--- config.mk ---
export PLATFORM = sky130hd
export DESIGN_NAME = lif_scheduler_flat
export DESIGN_NICKNAME = d
export VERILOG_FILES = /design/src/rtl/lif_pkg.sv /design/src/rtl/lif_scheduler_if.sv /design/src/rtl/lif_scheduler_spike_fifo.sv /design/src/rtl/lif_scheduler.sv /design/src/flat_wrapper.sv
export SDC_FILE = /design/constraint.sdc
export NUM_CORES = 1
export LEC_CHECK = 0
export ABC_AREA = 1
export ABC_CLOCK_PERIOD_IN_PS = 13450
export CORE_AREA = 2 2 130 69
export DETAILED_ROUTE_END_ITERATION = 10
export DIE_AREA = 0 0 132 71
export PLACE_DENSITY = 0.89
export SETUP_SLACK_MARGIN = 0.5
export SLEW_MARGIN = 20
export SYNTH_ARGS = -nofsm -noshare
export SYNTH_HDL_FRONTEND = slang
export SYNTH_SLANG_ARGS = --single-unit
--- constraint.sdc ---
create_clock -name clk -period 13.45 [get_ports clk]
set_input_delay 2.0175 -clock clk [delete_from_list [all_inputs] [get_ports clk]]
set_output_delay 2.0175 -clock clk [all_outputs]
set_load 0.05 [all_outputs]
--- src/rtl/lif_pkg.sv ---
// Shared constants, FSM state type and the leak/integrate arithmetic for the
// time-multiplexed LIF neuron scheduler.
package lif_pkg;

  localparam int unsigned DEF_STATE_W    = 8;
  localparam int unsigned DEF_CUR_W      = 12;
  localparam int unsigned DEF_THRESHOLD  = 200;
  localparam int unsigned DEF_LEAK_SHIFT = 1;
  localparam int unsigned DEF_REFRAC     = 2;

  typedef enum logic [1:0] {
    IDLE,
    SCAN,
    DONE
  } lif_state_t;

  // state - (state >> leak_shift) + cur, saturated to 2^state_w - 1.
  // Operands arrive zero-extended to 32 bits; the 33-bit sum cannot wrap, so
  // the result equals the narrower max(STATE_W, CUR_W)+1 formulation.
  function automatic logic [31:0] leak_integrate(input logic [31:0] state,
                                                 input logic [31:0] cur,
                                                 input int unsigned leak_shift,
                                                 input int unsigned state_w);
    logic [32:0] sum;
    logic [32:0] max_v;
    sum   = {1'b0, state - (state >> leak_shift)} + {1'b0, cur};
    max_v = (33'd1 << state_w) - 33'd1;
    return (sum > max_v) ? max_v[31:0] : sum[31:0];
  endfunction

endpackage

--- src/rtl/lif_scheduler_if.sv ---
// Spike event handshake between the scheduler's output FIFO and its consumer.
interface lif_scheduler_if #(
  parameter int unsigned NW = 2
);
  logic          spike_valid;
  logic [NW-1:0] spike_id;
  logic          spike_ready;

  modport master (output spike_valid, output spike_id, input spike_ready);
  modport slave  (input spike_valid, input spike_id, output spike_ready);
endinterface

--- src/rtl/lif_scheduler_spike_fifo.sv ---
// Synchronous FIFO for spike events: valid/ready pop, drop-on-full push.
// A push into a full FIFO is accepted when a pop happens in the same cycle.
// DEPTH is expected to be a power of two, at least 2.
module spike_fifo #(
  parameter int unsigned W     = 2,
  parameter int unsigned DEPTH = 4
) (
  input  logic         clk,
  input  logic         rst_n,
  input  logic         push,
  input  logic [W-1:0] push_data,
  input  logic         pop_ready,
  output logic         valid,
  output logic [W-1:0] head,
  output logic         drop
);

  localparam int unsigned AW = (DEPTH > 1) ? $clog2(DEPTH) : 1;
  localparam logic [AW:0] FULL_CNT = (AW+1)'(DEPTH);

  logic [W-1:0]  mem [DEPTH];
  logic [AW-1:0] wr_ptr;
  logic [AW-1:0] rd_ptr;
  logic [AW:0]   count;
  logic          full;
  logic          pop;
  logic          accept;

  // Handshake decode: a pop frees the slot a same-cycle push needs.
  always_comb begin
    valid  = (count != '0);
    full   = (count == FULL_CNT);
    pop    = valid & pop_ready;
    accept = push & (~full | pop);
    drop   = push & full & ~pop;
    head   = mem[rd_ptr];
  end

  // Storage array, written on every accepted push.
  always_ff @(posedge clk) begin
    if (accept) mem[wr_ptr] <= push_data;
  end

  // Pointer and occupancy bookkeeping.
  always_ff @(posedge clk or negedge rst_n) begin
    if (!rst_n) begin
      wr_ptr <= '0;
      rd_ptr <= '0;
      count  <= '0;
    end else begin
      if (accept) wr_ptr <= wr_ptr + 1'b1;
      if (pop)    rd_ptr <= rd_ptr + 1'b1;
      count <= count + {{AW{1'b0}}, accept} - {{AW{1'b0}}, pop};
    end
  end

endmodule

--- src/rtl/lif_scheduler.sv ---
// Leaky integrate-and-fire scheduler: one shared datapath scans all neurons,
// one per cycle, on each tick; firing neurons enqueue their index as events.
module lif_scheduler
  import lif_pkg::*;
#(
  parameter int unsigned N_NEURONS  = 4,
  parameter int unsigned STATE_W    = DEF_STATE_W,
  parameter int unsigned CUR_W      = DEF_CUR_W,
  parameter int unsigned THRESHOLD  = DEF_THRESHOLD,
  parameter int unsigned LEAK_SHIFT = DEF_LEAK_SHIFT,
  parameter int unsigned REFRAC     = DEF_REFRAC,
  parameter int unsigned FIFO_DEPTH = 4,
  localparam int unsigned NW = (N_NEURONS > 1) ? $clog2(N_NEURONS) : 1
) (
  input  logic               clk,
  input  logic               rst_n,
  input  logic               tick,
  output logic [NW-1:0]      cur_idx,
  input  logic [CUR_W-1:0]   cur_data,
  output logic               busy,
  output logic               tick_done,
  lif_scheduler_if.master    spk,
  output logic               overflow,
  output logic               tick_missed,
  input  logic               clr_flags,
  input  logic [NW-1:0]      obs_sel,
  output logic [STATE_W-1:0] obs_state
);

  localparam int unsigned RW = (REFRAC > 0) ? $clog2(REFRAC + 1) : 1;
  localparam logic [NW-1:0] LAST = NW'(N_NEURONS - 1);

  lif_state_t        fsm;
  logic [STATE_W-1:0] state_q  [N_NEURONS];
  logic [RW-1:0]      refrac_q [N_NEURONS];
  logic [31:0]        next_sum;
  logic               in_refrac;
  logic               fire;
  logic               fifo_drop;
  logic               fifo_valid;
  logic [NW-1:0]      fifo_head;

  // Datapath for the neuron selected by cur_idx this cycle.
  always_comb begin
    next_sum  = leak_integrate(32'(state_q[cur_idx]), 32'(cur_data), LEAK_SHIFT, STATE_W);
    in_refrac = (refrac_q[cur_idx] != '0);
    fire      = (fsm == SCAN) && !in_refrac && (next_sum >= 32'(THRESHOLD));
  end

  // Scan sequencer with registered busy/tick_done/cur_idx.
  always_ff @(posedge clk or negedge rst_n) begin
    if (!rst_n) begin
      fsm       <= IDLE;
      cur_idx   <= '0;
      busy      <= 1'b0;
      tick_done <= 1'b0;
    end else begin
      tick_done <= 1'b0;
      unique case (fsm)
        IDLE: if (tick) begin
          fsm     <= SCAN;
          cur_idx <= '0;
          busy    <= 1'b1;
        end
        SCAN: if (cur_idx == LAST) begin
          fsm       <= DONE;
          tick_done <= 1'b1;
        end else begin
          cur_idx <= cur_idx + 1'b1;
        end
        DONE: begin
          fsm  <= IDLE;
          busy <= 1'b0;
        end
        default: fsm <= IDLE;
      endcase
    end
  end

  // Membrane/refractory update for the scanned neuron, plus observation tap.
  always_ff @(posedge clk or negedge rst_n) begin
    if (!rst_n) begin
      for (int unsigned i = 0; i < N_NEURONS; i++) begin
        state_q[i]  <= '0;
        refrac_q[i] <= '0;
      end
      obs_state <= '0;
    end else begin
      obs_state <= state_q[obs_sel];
      if (fsm == SCAN) begin
        if (in_refrac) begin
          state_q[cur_idx]  <= '0;
          refrac_q[cur_idx] <= refrac_q[cur_idx] - 1'b1;
        end else if (fire) begin
          state_q[cur_idx]  <= '0;
          refrac_q[cur_idx] <= RW'(REFRAC);
        end else begin
          state_q[cur_idx] <= next_sum[STATE_W-1:0];
        end
      end
    end
  end

  // Sticky error flags; a new set event outranks a same-cycle clear.
  always_ff @(posedge clk or negedge rst_n) begin
    if (!rst_n) begin
      overflow    <= 1'b0;
      tick_missed <= 1'b0;
    end else begin
      overflow    <= fifo_drop | (overflow & ~clr_flags);
      tick_missed <= (tick && (fsm != IDLE)) | (tick_missed & ~clr_flags);
    end
  end

  spike_fifo #(
    .W     (NW),
    .DEPTH (FIFO_DEPTH)
  ) u_fifo (
    .clk       (clk),
    .rst_n     (rst_n),
    .push      (fire),
    .push_data (cur_idx),
    .pop_ready (spk.spike_ready),
    .valid     (fifo_valid),
    .head      (fifo_head),
    .drop      (fifo_drop)
  );

  assign spk.spike_valid = fifo_valid;
  assign spk.spike_id    = fifo_head;

endmodule

--- src/flat_wrapper.sv ---
// flat-port wrapper written by rule: the top's interface ports become plain ports
module lif_scheduler_flat import lif_pkg::*;
#(
  parameter int unsigned N_NEURONS  = 4,
  parameter int unsigned STATE_W    = DEF_STATE_W,
  parameter int unsigned CUR_W      = DEF_CUR_W,
  parameter int unsigned THRESHOLD  = DEF_THRESHOLD,
  parameter int unsigned LEAK_SHIFT = DEF_LEAK_SHIFT,
  parameter int unsigned REFRAC     = DEF_REFRAC,
  parameter int unsigned FIFO_DEPTH = 4,
  localparam int unsigned NW = (N_NEURONS > 1) ? $clog2(N_NEURONS) : 1
)
  (clk, rst_n, tick, cur_idx, cur_data, busy, tick_done, overflow, tick_missed, clr_flags, obs_sel, obs_state, spk_spike_valid, spk_spike_id, spk_spike_ready);
  lif_scheduler_if #(.NW((2))) spk_i ();
  input  logic clk;
  input  logic rst_n;
  input  logic tick;
  output logic [NW-1:0] cur_idx;
  input  logic [CUR_W-1:0] cur_data;
  output logic busy;
  output logic tick_done;
  output logic overflow;
  output logic tick_missed;
  input  logic clr_flags;
  input  logic [NW-1:0] obs_sel;
  output logic [STATE_W-1:0] obs_state;
  output wire logic [$bits(spk_i.spike_valid)-1:0] spk_spike_valid;
  output wire logic [$bits(spk_i.spike_id)-1:0] spk_spike_id;
  input wire logic [$bits(spk_i.spike_ready)-1:0] spk_spike_ready;
  assign spk_spike_valid = spk_i.spike_valid;
  assign spk_spike_id = spk_i.spike_id;
  assign spk_i.spike_ready = spk_spike_ready;
  lif_scheduler #(.N_NEURONS(N_NEURONS), .STATE_W(STATE_W), .CUR_W(CUR_W), .THRESHOLD(THRESHOLD), .LEAK_SHIFT(LEAK_SHIFT), .REFRAC(REFRAC), .FIFO_DEPTH(FIFO_DEPTH)) u_core (.clk(clk), .rst_n(rst_n), .tick(tick), .cur_idx(cur_idx), .cur_data(cur_data), .busy(busy), .tick_done(tick_done), .spk(spk_i), .overflow(overflow), .tick_missed(tick_missed), .clr_flags(clr_flags), .obs_sel(obs_sel), .obs_state(obs_state));
endmodule
Yosys cells after proc, flatten, opt, wreduce, memory -nomap -nowiden
Memory sizes are Yosys's and may differ from the RTL's.
Index checks and enable logic that the tools add are counted.
- bits in registers: 63
- latch bits: 0
- memory bits (writable): 8
- ROM bits: 0
- input port bits: 19
- output and inout bits: 17
- logic and storage cells: 106
- memories kept: 1
- $add $sub $neg: 8
- multipliers: 0
- divide/modulo/power cells: 0
- order comparisons: 5
- equality and inequality tests: 7
- shifts and indexed selects: 0
- multiplexer cells: 32
- bitwise operators: 19
- reduce and logical (&&, ||, !) cells: 16
- memories (name ; words ; width ; rd ports ; clocked after Yosys merged registers in ; write ports ; RTL line ; RTL):
    u_core.u_fifo.mem ; 4 ; 2 ; 1 ; 0 ; 1 ; lif_scheduler_spike_fifo.sv:21 ; logic [W-1:0] mem [DEPTH];
- operators with widths (cell ; count):
    32-bit 2-to-1 mux ; 3
    8-bit 2-to-1 mux ; 7
    32-bit by 12-bit adder with 33-bit output ; 1
    33-bit by 8-bit greater-than comparator with 1-bit output (second input constant) ; 1
    32-bit AND ; 1
    8-bit binary-select mux with 2-bit select ; 2
    32-bit bitwise mux ; 1
    32-bit by 8-bit >= comparator with 1-bit output (second input constant) ; 1
    32-bit inverter ; 1
    8-bit demux with 2-bit select ; 1
    2-bit 2-to-1 mux ; 7
    2-bit nonzero test ; 5
    8-bit by 7-bit subtractor with 9-bit output ; 1
    8-bit bitwise mux ; 1
    2-bit one-hot mux with 2 select lines ; 2
    2-bit by 1-bit adder with 2-bit output (second input constant) ; 3
    1-bit AND ; 6
    3-bit >= comparator (second input constant) ; 2
    2-bit != test (second input constant) ; 3
    2-bit inverter with 3-bit output ; 2
    2-bit AND reduction ; 3
    1-bit 2-to-1 mux ; 5
    4-bit AND ; 1
    2-bit binary-select mux with 2-bit select ; 1
    18 further kinds ; 26

Depth between registers and ports, before layout
Gate-level depths: netlist of the first run.
- depth after elaboration: 13
- mapped depth: 44

Hierarchy
A second synthesis of the first run with hierarchy kept.
- cells, all modules: 861
- area total of the unflattened synthesis: 5790.6 um^2
- by module, submodules not included (module ; instances ; cells an instance ; area an instance (um^2) ; sequential area each (um^2)):
    lif_scheduler ; 1 ; 779 ; 5019.8 ; 1401.3
    spike_fifo ; 1 ; 82 ; 770.7 ; 415.4

Least setup slack after synthesis of the first run
Ideal clock, no wire load.
- path kind: reg-to-reg
- start: register u_core.cur_idx[0]
- end: register u_core.u_fifo.count[2]
- setup time: 0.122 ns
- data arrival time: 6.442 ns
- data required time: 13.328 ns
- setup slack: 6.887 ns
- stages on the path, launching flop included: 41
- path buffers: 2
- period minus slack after synthesis: 6.563 ns
- path through: dfrtp_1 > clkbuf_1 > clkbuf_1 > nand2_1 > a32oi_1 > inv_1 > ha_1 > nand2_1 > o21ai_0 > a21oi_1 > o21bai_1 > nand2_1 > a21oi_1 > nor2_1 > xnor2_1 > ha_1 > nand2_1 > inv_1 > [5 not listed] > nor2_1 > ha_1 > or3_1 > nor2_1 > nand2_1 > nor2_1 > nand3_1 > nor2_2 > nand2_2 > nand2_2 > nor2_2 > inv_1 > ha_1 > inv_1 > ha_1 > inv_1 > fa_1 > xor2_1
- cells in the longest elaborated chain, start to end: 13
- elaborated cells between the ends (all ways): 19
- RTL lines (what ; RTL line ; RTL):
    from (decl) ; lif_scheduler.sv:18 ; output logic [NW-1:0] cur_idx,
    from (signal assigned) ; lif_scheduler.sv:69 ; cur_idx <= cur_idx + 1'b1;
    2-bit inverter with 3-bit output (not written as such) (*) ; lif_scheduler.sv:45, lif_scheduler.sv:46 ;
    8-bit binary-select mux with 2-bit select ; lif_scheduler.sv:45 ; next_sum = leak_integrate(32'(state_q[cur_idx]), 32'(cur_data), LEAK_SHIFT, STATE_W);
    8-bit 2-to-1 mux (not written as such) (2 in a row) ; lif_scheduler.sv:45 ;
    8-bit by 7-bit subtractor with 9-bit output ; lif_pkg.sv:26 ; sum = {1'b0, state - (state >> leak_shift)} + {1'b0, cur};
    32-bit by 12-bit adder with 33-bit output ; lif_pkg.sv:26 ;
    33-bit by 8-bit greater-than comparator with 1-bit output ; lif_pkg.sv:28 ; return (sum > max_v) ? max_v[31:0] : sum[31:0];
    32-bit 2-to-1 mux ; lif_pkg.sv:28 ;
    32-bit by 8-bit >= comparator with 1-bit output ; lif_scheduler.sv:47 ; fire = (fsm == SCAN) && !in_refrac && (next_sum >= 32'(THRESHOLD));
    1-bit logical AND (*) ; lif_scheduler.sv:47 ;
    1-bit AND (*) ; lif_scheduler_spike_fifo.sv:34 ; accept = push & (~full | pop);
    3-bit by 1-bit adder with 3-bit output (*) ; lif_scheduler_spike_fifo.sv:53 ; count <= count + {{AW{1'b0}}, accept} - {{AW{1'b0}}, pop};
    3-bit by 1-bit subtractor with 3-bit output (*) ; lif_scheduler_spike_fifo.sv:53 ;
    to (signal assigned) ; lif_scheduler_spike_fifo.sv:53 ;
    to (decl) ; lif_scheduler_spike_fifo.sv:24 ; logic [AW:0] count;
Every way passes the cells marked *; elsewhere a longest branch is shown, timed or not. The select of a mux whose other input is x is not followed.
A chain may end at the register's enable or synchronous reset.

Final worst setup path of the first run
- start: register u_core.cur_idx[1]
- end: register u_core.u_fifo.count[2]
The elaborated chain is that of the path after synthesis.

==> results of run 1 <==
==> cells in the mapped netlist, drive strengths merged (2+ instances only) <==
| cell | count | share of area [%] |
|---|---|---|
| xnor2 | 6 | 1.0 |
| edfxtp | 8 | 4.7 |
| nor2 | 76 | 6.0 |
| buf | 4 | 0.51 |
| a32oi | 6 | 1.0 |
| ha | 40 | 9.7 |
| dfrtp | 63 | 31 |
| nand2 | 194 | 15 |
| a21oi | 37 | 3.7 |
| nand3 | 40 | 4.3 |
| xor2 | 10 | 1.7 |
| inv | 122 | 8.9 |
| o22ai | 18 | 2.2 |
| nand3b | 7 | 1.0 |
| clkinv | 2 | 0.15 |
| clkbuf | 9 | 0.66 |
| nor3 | 3 | 0.29 |
| o21ai | 59 | 6.2 |
| fa | 3 | 1.2 |
==> worst register-to-register path, delay by kind of cell, from the launching register on <==
kind,cells,cell delay (ns)
buffers and inverters,7,1.12
AND/OR/NAND/NOR,17,2.21
AO/OA/AOI/OAI,6,1.58
flip-flops,1,0.55
adder cells (fa/ha/maj),6,1.69
XOR/XNOR,2,0.38
==> final cells by class <==
type,instances,area share (%)
clock inverters,7,1.607
well taps,117,2.474
inverters,124,7.907
clock buffers,9,3.805
flip-flops and latches,71,30.70
repair buffers,37,6.089
multi-input cells,508,47.42
==> worst max-delay path by stage <==
| stage | startpoint | cells after the start | slack, ns | to |
|---|---|---|---|---|
| 4_1_cts | u_core.cur_idx[1] | 38 | 6.07 | u_core.u_fifo.count[2] |
| 3_5_place_dp | u_core.cur_idx[1] | 38 | 6.12 | u_core.u_fifo.count[2] |
| 2_1_floorplan | u_core.cur_idx[0] | 40 | 6.89 | u_core.u_fifo.count[2] |
| 3_3_place_gp | u_core.cur_idx[1] | 38 | 6.54 | u_core.u_fifo.count[2] |
| 6_report | u_core.cur_idx[1] | 38 | 5.81 | u_core.u_fifo.count[2] |
| 5_1_grt | u_core.cur_idx[1] | 38 | 5.20 | u_core.u_fifo.count[2] |
==> routing by layer <==
layer / vias to the layer above / global-route usage, % / share of wire [%]
met1: 2304 / 44.05 / 42
li1: 2356 / - / -
met5: - / 0 / 0
met3: 54 / 11.68 / 14
met4: 0 / 9.420 / 2.7
met2: 302 / 47.05 / 42
==> per-stage QoR <==
step           util (%)  cells  hold slack (ns)  worst slack (ns)
2_1_floorplan         -    716           0.4479             6.887
3_3_place_gp      67.30    857           0.4715             6.536
3_5_place_dp      67.30    857           0.4805             6.116
4_1_cts           71.15    873           0.4931             6.073
5_1_grt           71.15    873           0.5088             5.195
6_report          71.15    873           0.4865             5.815
==> layout by cell type, fill, tap and decap left out, types with 7 or more instances in the layout <==
| cell type | n |
|---|---|
| xor2_1 | 10 |
| edfxtp_1 | 8 |
| o22ai_1 | 18 |
| o21ai_0 | 51 |
| ha_1 | 40 |
| o21ai_2 | 7 |
| clkdlybuf4s50_1 | 34 |
| clkbuf_16 | 9 |
| inv_1 | 120 |
| nand2_1 | 185 |
| dfrtp_1 | 63 |
| nand3b_1 | 7 |
| a21oi_1 | 35 |
| nand3_1 | 36 |
| nor2_1 | 69 |
==> flip-flops by register name, indices dropped and copies added, names as in the netlist <==
name                  count
u_core.busy               1
u_core.cur_idx            2
u_core.fsm                2
u_core.obs_state          8
u_core.overflow           1
u_core.refrac_q           8
u_core.state_q           32
u_core.tick_done          1
u_core.tick_missed        1
u_core.u_fifo.count       3
u_core.u_fifo.mem         8
u_core.u_fifo.rd_ptr      2
u_core.u_fifo.wr_ptr      2
==> logic make-up (layout without fill, tap and decap cells) <==
| family | count (synthesis) | count (layout) | share of synthesized area [%] |
|---|---|---|---|
| simple gates | 324 | 324 | 26.91 |
| buf+inv | 137 | 177 | 10.25 |
| compound gates | 125 | 125 | 13.97 |
| flops | 71 | 71 | 35.27 |
| fa+ha+maj | 43 | 43 | 10.88 |
| xor+xnor | 16 | 16 | 2.720 |
==> key figures, run 1 <==
Logic synthesis
  – Post-synth EDFFs: 8
  – Syn avg cell area: 7.194 µm²
  – Count of cell types in the netlist: 39
  – Synth Flop Type: dfrtp_1
  – Mapped Cells: 716
  – Register area share after synthesis: 35.27%
  – Synthesized net count: 778
  – Asr flop ratio synth: 88.73%
  – Register bit count reported by yosys: 71
  – Ys Warns: 0
  – Mapped Area: 0.005151 mm²

Global route
  – Initial antenna violation count: 0
  – GR Util All Layers: 31.80%
  – Vias in the first global route: 4730
  – First-pass GRT wire length: 23.25 mm
  – GRT overflow: 0
  – Largest net degree at the start of global routing: 64

Layout
  – Antenna cells: 0
  – Filler cells: 632
  – Fin nets: 813
  – Area Growth Syn to Fin: 14.89%
  – Area of the multi-input gates: 0.002806 mm²
  – Layout cells sized above 1: 6.481%
  – Post-Layout Inst Area: 0.005918 mm²
  – Register area: 0.001817 mm²

STA
  – Clk_skew: 0.003912 ns
  – Crit path time final: 7.635 ns
  – RSZ-0062 raised after global routing: false
  – Relative slew slack: 45.80%
  – Setup TNS: 0 ns
  – Fin. Hold Viols: 0
  – Period utilization: 56.77%
  – Worst slew pin tran: 0.8130 ns
  – Slew Limit Fails: 0
  – Highest Clock Rate: 131.0 MHz
  – Final setup viols: 0

Setup path
  – Slowest-stage cell, CP: clkinv_1
  – Cell repeated most along the worst path: nand2_1
  – Worst path max stage delay: 0.59 ns
  – Reg2Reg Setup Slack: 5.81 ns
  – CP Max Fanout: 20
  – Crit path arrival time: 7.86 ns
  – Reg2Reg Depth: 38
  – CP required: 13.67 ns
  – Reg2reg end: u_core.u_fifo.count[2]
  – Critical path type: reg2reg
  – RR Startpoint: u_core.cur_idx[1]
  – WP buf/inv: 7
  – Critical Path End Type: register
  – Worst Setup Start Kind: register
  – Delay-heaviest family, CP: simple AND/OR/NAND/NOR gates

Route
  – Via density: 5.746
  – DRC violations left: 0
  – First drt pass iteration count: 7
  – Initial drt markers: 690
  – Routed len/inst: 16.20 µm
  – Routed vias: 5016
  – ANT nets after route: 0
  – Routed wire length: 14.14 mm

Hold path
  – Hold crit path type: reg2reg
  – Worst Hold End: u_core.refrac_q[3]
  – Worst hold stages: 2
  – Hold_sp: u_core.refrac_q[3]

Placement
  – Placed Area: 0.005598 mm²
  – Port Buffers: 35
  – DP Wirelength: 10.60 mm
  – RePlAce Congestion: 1.011

Clock network
  – Clk buf depth: 2
  – Clock Sinks: 71
  – Post-CTS setup buffer count: 0
  – CTS buffer count: 9
  – Worst-path clk slew: 0.06 ns
  – # hold bufs at CTS: 0
  – Worst-Skew Late Latency: 0.34 ns
  – PostCTS Resize Cnt: 0
  – Clock root buffer: clkbuf_16
  – Max H-tree Level: 3
  – CTS tree: yes

Die
  – Core area: 0.008318 mm²
  – Die height: 71 µm
  – Initial Utilization: 61.93%
  – Number of core rows: 24
  – Die area: 0.009372 mm²
  – Ports: 36
  – Die X: 132 µm

Flow run
  – Max-Cap Viols: 0

Status
  – Outcome: complete, no violations
Power of run 1 is left out: the tool's default activity adds up to more than one toggle a clock period on the data nets, which glitch-free logic cannot reach.
==> run 2, diff against run 1 <==
- ABC_CLOCK_PERIOD_IN_PS: 13450 -> 7700
- CORE_AREA: 2 2 130 69 -> 2 2 135 71
- DIE_AREA: 0 0 132 71 -> 0 0 137 73
- PLACE_DENSITY: 0.89 -> 0.85
- clock period: 13.45 -> 7.7 ns (I/O delays scaled with it)
==> key figures, run 2 (synthesis results as in run 1) <==
STA
  – Relative slew slack: 40.69%
  – Setup TNS: 0 ns
  – Worst slew pin tran: 0.8864 ns
  – Final setup viols: 0
  – Highest Clock Rate: 147.8 MHz
  – Period utilization: 87.88%
  – Crit path time final: 6.766 ns
  – RSZ-0062 raised after global routing: false
  – Clk_skew: 0.009807 ns
  – Slew Limit Fails: 0
  – Fin. Hold Viols: 0

Setup path
  – Delay-heaviest family, CP: simple AND/OR/NAND/NOR gates
  – Worst Setup Start Kind: register
  – Critical Path End Type: register
  – Slowest-stage cell, CP: dfrtp_2
  – Worst path max stage delay: 0.46 ns
  – CP required: 7.93 ns
  – WP buf/inv: 8
  – CP Max Fanout: 31
  – Critical path type: reg2reg
  – Crit path arrival time: 7.00 ns

Layout
  – Register area: 0.001819 mm²
  – Filler cells: 743
  – Layout Utilization: 66.31%
  – Area of the multi-input gates: 0.002833 mm²
  – Reg with most FFs: u_core.state_q
  – Commonest non-fill, non-tap cell in the layout: nand2_1
  – Antenna cells: 0
  – Area Growth Syn to Fin: 15.96%
  – Max reg flops: 32
  – Fin nets: 817
  – Commonest cells after routing, fill and taps aside: nand2_1 (185), inv_1 (118), nor2_1 (69), dfrtp_1 (61), o21ai_0 (50)
  – Layout cells sized above 1: 7.763%

Route
  – Routed len/inst: 16.56 µm
  – Metal-1 WL: 6.511 mm
  – First drt pass iteration count: 7
  – DR WL met2: 5.681 mm
  – Routed wire length: 14.59 mm
  – DRC violations left: 0
  – ANT nets after route: 0
  – Initial drt markers: 622
  – Via density: 5.755
  – Routed vias: 5070
  – DR WL met3: 2.122 mm
  – Top Layer Used: met4

Global route
  – Largest net degree at the start of global routing: 64
  – Initial antenna violation count: 0
  – GR Util All Layers: 31.01%
  – First-pass GRT wire length: 23.27 mm
  – Vias in the first global route: 4620
  – GRT overflow: 0

Clock network
  – Clock root buffer: clkbuf_16
  – Worst-path clk slew: 0.06 ns
  – Clk buf depth: 2
  – CTS buffer count: 9
  – Max H-tree Level: 3
  – CTS tree: yes
  – Clock Sinks: 71
  – Worst-Skew Late Latency: 0.34 ns

Die
  – Die height: 73 µm
  – Die X: 137 µm
  – Die area: 0.01000 mm²
  – Number of core rows: 25
  – Core area: 0.009009 mm²
  – Initial Utilization: 57.18%
  – Ports: 36

Status
  – Outcome: complete, no violations

Placement
  – Port Buffers: 35
  – RePlAce Congestion: 0.9970
  – DP Wirelength: 10.96 mm

Hold path
  – Hold crit path type: reg2reg

Flow run
  – Max-Cap Viols: 0
==> run 2: routing by layer <==
metal / GRT usage [%] / vias to the layer above
met1: 45.62 / 2341
met2: 41.63 / 324
met4: 7.560 / 0
met3: 13.13 / 42
met5: 0 / -
li1: - / 2363
==> run 2: final cells by class <==
cell class                 count  area share (%)
multi-input combinational    508           47.42
sequential                    71           30.46
inverter                     124           8.002
timing repair buffer          41           6.598
clock buffer                  10           3.833
tap                          121           2.535
clock inverter                 6           1.152
==> run 2: worst paths after layout <==
| kind | start | end | slack [ns] | cells after the start |
|---|---|---|---|---|
| max in group asynchronous | rst_n | u_core.cur_idx[0] | 6.12 | 2 |
| min in group asynchronous | rst_n | u_core.obs_state[5] | 0.98 | 2 |
| worst max-delay path | u_core.cur_idx[0] | u_core.u_fifo.count[2] | 0.93 | 40 |
| worst min register to register | u_core.refrac_q[3] | u_core.refrac_q[3] | 0.49 | 2 |
| worst max register to register | u_core.cur_idx[0] | u_core.u_fifo.count[2] | 0.93 | 40 |
| worst min-delay path | u_core.refrac_q[3] | u_core.refrac_q[3] | 0.49 | 2 |
==> run 2: repair_timing <==
| item | in CTS | in global routing |
|---|---|---|
| setup endpoints to repair | 2 | 3 |
| gates resized for setup | 1 | 11 |
| setup buffers | 0 | 4 |
| hold endpoints to repair | 0 | 0 |
| hold buffers | 0 | 0 |
==> run 2: worst reg2reg max path: cells and delay by family (launching register included) <==
family | cells | cell delay (ns)
fa+ha+maj | 6 | 1.67
compound gates | 6 | 1.15
xor+xnor | 2 | 0.36
buf+inv | 8 | 0.79
simple gates | 18 | 2.26
flops | 1 | 0.46
==> run 2: through the flow <==
step	std cells	hold slack, ns	worst slack, ns	cell area (µm²)
2_1_floorplan	716	0.4479	1.137	5151
3_3_place_gp	861	0.4772	0.8281	5603
3_5_place_dp	861	0.4783	0.3957	5603
4_1_cts	877	0.4919	0.6022	5902
5_1_grt	881	0.5394	0.4767	5973
6_report	881	0.4919	0.9336	5973
Power of run 2 is left out for the same reason.
